[config.mk]
export PLATFORM = sky130hd
export DESIGN_NAME = alu_issue
export DESIGN_NICKNAME = d
export VERILOG_FILES = /design/src/rtl/alu_issue.sv
export SDC_FILE = /design/constraint.sdc
export NUM_CORES = 1
export LEC_CHECK = 0
export BUFFER_PORTS_ARGS = -buffer_cell sky130_fd_sc_hd__buf_4
export CAP_MARGIN = 20
export CORE_UTILIZATION = 35
export CTS_CLUSTER_SIZE = 10
export DETAILED_ROUTE_END_ITERATION = 10
export GPL_TIMING_DRIVEN = 0
export SLEW_MARGIN = 20
export SYNTH_ARGS = -nofsm -noshare
export SYNTH_HDL_FRONTEND = slang
export SYNTH_SLANG_ARGS = --single-unit
[constraint.sdc]
create_clock -name clk_i -period 2.8 [get_ports clk_i]
set_input_delay 0.14 -clock clk_i [delete_from_list [all_inputs] [get_ports clk_i]]
set_output_delay 0.14 -clock clk_i [all_outputs]
set_load 0.01 [all_outputs]
[src/rtl/alu_issue.sv]
// calc_pkg: shared number format for the calculator datapath.
//   num_t : 32-bit two's-complement Q16.16 fixed-point value.
package calc_pkg;
  typedef logic [31:0] num_t;
endpackage

// alu_issue: initiator-side front end for one single-outstanding ALU.
// Accepts an operand pair on the command port, issues it to the ALU,
// collects the result and returns it on the response port. A watchdog turns
// a hung ALU into an error response. Results that arrive while no command is
// waiting for them are drained and counted.
//
// Ports
//   clk_i, rst_ni                       clock, async active-low reset
//   cmd_left_i/right_i/valid_i, cmd_ready_o   command port
//   left_o/right_o, alu_in_valid_o, alu_in_ready_i   ALU input handshake
//   alu_result_i, alu_out_valid_i, alu_out_ready_o   ALU output handshake
//   rsp_result_o/error_o/valid_o, rsp_ready_i  response port
//   stray_count_o                       saturating count of drained results
module alu_issue
  import calc_pkg::*;
#(
  parameter int unsigned TIMEOUT_CYCLES = 64,
  parameter int unsigned STRAY_W        = 8
) (
  input  logic               clk_i,
  input  logic               rst_ni,
  input  num_t               cmd_left_i,
  input  num_t               cmd_right_i,
  input  logic               cmd_valid_i,
  output logic               cmd_ready_o,
  output num_t               left_o,
  output num_t               right_o,
  output logic               alu_in_valid_o,
  input  logic               alu_in_ready_i,
  input  num_t               alu_result_i,
  input  logic               alu_out_valid_i,
  output logic               alu_out_ready_o,
  output num_t               rsp_result_o,
  output logic               rsp_error_o,
  output logic               rsp_valid_o,
  input  logic               rsp_ready_i,
  output logic [STRAY_W-1:0] stray_count_o
);

  // Wide enough for the largest legal timeout limit.
  localparam int unsigned CNT_W = 16;

  typedef enum logic [1:0] {
    S_IDLE  = 2'd0,
    S_ISSUE = 2'd1,
    S_WAIT  = 2'd2,
    S_RESP  = 2'd3
  } state_e;

  state_e             state_q, state_d;
  logic [CNT_W-1:0]   cnt_q, cnt_d;
  num_t               left_q, left_d;
  num_t               right_q, right_d;
  num_t               rsp_result_q, rsp_result_d;
  logic               rsp_error_q, rsp_error_d;
  logic [STRAY_W-1:0] stray_q, stray_d;
  logic               cmd_ready_q, cmd_ready_d;
  logic               alu_in_valid_q, alu_in_valid_d;
  logic               alu_out_ready_q, alu_out_ready_d;
  logic               rsp_valid_q, rsp_valid_d;

  logic cmd_fire, in_fire, out_fire, rsp_fire, stray_fire;

  // Handshakes are judged against the registered ready/valid we present.
  assign cmd_fire = cmd_valid_i & cmd_ready_q;
  assign in_fire  = alu_in_valid_q & alu_in_ready_i;
  assign out_fire = alu_out_valid_i & alu_out_ready_q;
  assign rsp_fire = rsp_valid_q & rsp_ready_i;

  // Any result taken while no command is in WAIT is a stray.
  assign stray_fire = out_fire & ((state_q == S_IDLE) | (state_q == S_ISSUE));

  // Next-state and register updates.
  always_comb begin
    state_d      = state_q;
    cnt_d        = cnt_q;
    left_d       = left_q;
    right_d      = right_q;
    rsp_result_d = rsp_result_q;
    rsp_error_d  = rsp_error_q;
    stray_d      = stray_q;

    if (stray_fire && (stray_q != {STRAY_W{1'b1}})) begin
      stray_d = stray_q + STRAY_W'(1);
    end

    unique case (state_q)
      S_IDLE: begin
        if (cmd_fire) begin
          left_d  = cmd_left_i;
          right_d = cmd_right_i;
          state_d = S_ISSUE;
        end
      end
      S_ISSUE: begin
        if (in_fire) begin
          cnt_d   = '0;
          state_d = S_WAIT;
        end
      end
      S_WAIT: begin
        // A result on the limit edge beats the watchdog.
        if (out_fire) begin
          rsp_result_d = alu_result_i;
          rsp_error_d  = 1'b0;
          state_d      = S_RESP;
        end else if (cnt_q == CNT_W'(TIMEOUT_CYCLES - 1)) begin
          rsp_result_d = '0;
          rsp_error_d  = 1'b1;
          state_d      = S_RESP;
        end else begin
          cnt_d = cnt_q + CNT_W'(1);
        end
      end
      S_RESP: begin
        if (rsp_fire) begin
          state_d = S_IDLE;
        end
      end
      default: state_d = S_IDLE;
    endcase

    // Handshake outputs are registered copies of the next-state decode.
    cmd_ready_d     = (state_d == S_IDLE);
    alu_in_valid_d  = (state_d == S_ISSUE);
    alu_out_ready_d = (state_d != S_RESP);
    rsp_valid_d     = (state_d == S_RESP);
  end

  // State and output registers.
  always_ff @(posedge clk_i or negedge rst_ni) begin
    if (!rst_ni) begin
      state_q         <= S_IDLE;
      cnt_q           <= '0;
      left_q          <= '0;
      right_q         <= '0;
      rsp_result_q    <= '0;
      rsp_error_q     <= 1'b0;
      stray_q         <= '0;
      cmd_ready_q     <= 1'b1;
      alu_in_valid_q  <= 1'b0;
      alu_out_ready_q <= 1'b1;
      rsp_valid_q     <= 1'b0;
    end else begin
      state_q         <= state_d;
      cnt_q           <= cnt_d;
      left_q          <= left_d;
      right_q         <= right_d;
      rsp_result_q    <= rsp_result_d;
      rsp_error_q     <= rsp_error_d;
      stray_q         <= stray_d;
      cmd_ready_q     <= cmd_ready_d;
      alu_in_valid_q  <= alu_in_valid_d;
      alu_out_ready_q <= alu_out_ready_d;
      rsp_valid_q     <= rsp_valid_d;
    end
  end

  assign cmd_ready_o     = cmd_ready_q;
  assign left_o          = left_q;
  assign right_o         = right_q;
  assign alu_in_valid_o  = alu_in_valid_q;
  assign alu_out_ready_o = alu_out_ready_q;
  assign rsp_result_o    = rsp_result_q;
  assign rsp_error_o     = rsp_error_q;
  assign rsp_valid_o     = rsp_valid_q;
  assign stray_count_o   = stray_q;

endmodule

==> reports/results.txt <==
Final Hold Viols -> 0
Core Box Area -> 14600 sq um
Util after Layout -> 0.597
Min-Delay Startpoint -> cmd_valid_i
WS Path Type -> reg -> reg
Post-CTS Setup Bufs -> 0
Max-slew headroom -> 0.550
Die W -> 124 microns
Post-Synth Simple-Gate Area -> 0.131
Area growth syn-to-layout -> 66.1%
asr flop ratio synth -> 1.00
RSZ-0062 raised after global routing -> false
crit path max fanout -> 10
XOR/XNOR Fraction of Synth Area -> 0.0117
GRT Util Overall -> 0.204
Least-Margin Pin Slew -> 0.671 ns
placed cells -> 829
PortBufs -> 210
crit path DAT -> 2.66 ns
yosys warns -> 0
DRC violations left -> 0
Hold Path Cell Cnt -> 3
commonest non-fill, non-tap cell in the layout -> buf_4
fin crit share -> 0.843
terminus of the critical flop-to-flop path -> left_o[7]
Final Setup Violations -> 0
GP Congestion -> 0.852
WL/cell -> 15.9 microns
largest net degree at the start of global routing -> 69
final setup margin -> 0.438 ns
# diodes -> 0
die area -> 15500 sq um
Synth Area in Adders -> 0.00477
Top Ports -> 211
Post-Syn Area -> 5240 sq um
routed vias -> 4626
worst vdd ir -> 0.558 mV
Cells after Synth -> 434
CP required -> 3.10 ns
mux contribution to synthesized area -> 0.153
dpl ws -> 0.416 ns
dpl hpwl -> 10.2 mm
clk_lat worst skew -> 0.42 ns
# rows -> 44
Die Ht -> 124 microns
Pwr Density -> 978 nW/um^2
number of enable flip-flop cells after synthesis -> 0
worst hold slack -> 0.0497 ns
total wire length -> 15.2 mm
CTS tree -> done
most frequent cells in the layout -> buf_4, dfrtp_1, dlygate4sd3_1
nets -> 865
CTS buffer count -> 17
first-pass GRT wire length -> 25.1 mm
worst hold endpoint -> cmd_ready_o
Initial Util -> 0.359
syn_nets -> 538
syn_area_per_cell -> 12.1 sq um
Fin Setup TNS -> 0 ns
max-slew violation count -> 0
Synth Area in Compound Gates -> 0.0695
clock slew at reported path FFs -> 0.06 ns
CTS Root Buffer Type -> clkbuf_16
FF-to-FF Start -> state_q[1]
status -> finished, final reports clean
leakage -> 0.00411 uW
ratio of cells with drive above 1 in the final layout -> 0.420
post-CTS resize count -> 0
clock skew -> 0.00870 ns
max cap viols -> 0
Setup crit end kind -> register
post-route insts no fill -> 958
DR vias/cell -> 4.83
Num Clock Sinks -> 127
R2R cell count -> 4
Synth Flop Type -> dfrtp_1
Seq/Total Area, Yosys -> 0.607
#FFs+latches synth -> 127
DRT antenna net count -> 0
crit path time final -> 2.36 ns
initial antenna violation count -> 0
CTS H-tree depth -> 4
startpoint types -> register
R2R setup slack -> 0.44 ns
largest family of logic cells by synthesized area -> multiplexers
Fmax achieved -> 0.423 GHz
library cells used by synthesis -> 44
DR iter-0 viols -> 185
clk buf depth -> 2
vias in the first global route -> 4974
Overflow after GRT -> 0
Initial DRT Pass Iterations -> 4
Hold WC Path Type -> in -> reg
[worst max path at each step]
stage | startpoint | end | slack, ns | cells past startpoint
after floorplan | cnt_q[0] | rsp_result_o[14] | 0.78 | 7
after global placement | state_q[1] | left_o[10] | 0.49 | 4
after detailed placement | state_q[1] | left_o[9] | 0.42 | 4
after CTS | state_q[1] | left_o[8] | 0.40 | 4
after global routing | state_q[1] | left_o[7] | 0.22 | 4
final | state_q[1] | left_o[7] | 0.44 | 4
[critical path, stage by stage (launching register included)]
cell and delay (ns):
dfrtp_1 0.37, clkbuf_1 0.26, nor3_2 0.65, clkbuf_1 0.55
mux2_2 0.41
[stage by stage]
| step | area (sq um) | power (uW) |
|---|---|---|
| CTS | 8710 | 8570 |
| global route | 8710 | 8990 |
| global placement | 7050 | 5880 |
| detailed placement | 7080 | 5970 |
| finish | 8710 | 8520 |
| floorplan | 5240 | 4350 |
[Yosys cell counts (2+ instances only)]
library cell  number  area (sq um)
dfrtp_1          125          3130
nand2_1           88           330
mux2_2            65           732
o21ai_0           37           185
clkbuf_1          11          41.3
a21oi_1            9          45.0
nand4_1            9          56.3
nor2_1             8          30.0
and3_1             7          43.8
mux2i_1            7          70.1
nand3_1            6          30.0
or4_1              6          45.0
xnor2_1            6          52.6
buf_2              5          25.0
o31ai_1            5          37.5
nor3_1             4          20.0
a2bb2oi_1          2          17.5
and2_1             2          12.5
buf_8              2          30.0
dfstp_2            2          52.6
ha_1               2          25.0
inv_1              2          7.51
nand2b_1           2          12.5
or3_1              2          12.5
[cells by family after synthesis]
| family | after synthesis |
|---|---|
| mux | 72 |
| xor+xnor | 7 |
| buf+inv | 22 |
| simple gates | 143 |
| fa+ha+maj | 2 |
| flops | 127 |
| compound gates | 61 |
[sequential cells by signal, indices dropped and copies added (netlist names)]
name and flops:
alu_in_valid_o 1, left_o 32, cmd_ready_o 1, rsp_error_o 1, cnt_q 16, rsp_result_o 32, right_o 32, rsp_valid_o 1
alu_out_ready_o 1, stray_count_o 8, state_q 2
[report_power, final]
part	total [uW]	switching, uW	internal [uW]
combinational	2980	1340	1640
sequential	3100	491	2610
clock	2440	833	1600
[routing by layer]
| metal | GRT usage | routed length, microns | vias to the layer above |
|---|---|---|---|
| li1 | - | - | 2187 |
| met1 | 0.242 | 6120 | 2205 |
| met2 | 0.330 | 7300 | 198 |
| met3 | 0.0769 | 1350 | 36 |
| met4 | 0.0914 | 450 | 0 |
| met5 | 0 | 0 | - |
[layout make-up]
cell class	instances	area, sq um
flip-flops and latches	127	3180
inverters	2	7.51
clock inverters	14	213
repair buffers	308	2580
multi-input cells	285	1940
well taps	184	230
plain buffers	20	113
clock buffers	18	439
fillers	1146	5880
[timing repair]
action / 4_1_cts / 5_1_grt
setup endpoints to repair: 0 / 0
endpoints found under the hold margin: 154 / 0
hold buffers: 97 / 0
Note: power is estimated with default switching activity, not from simulation.
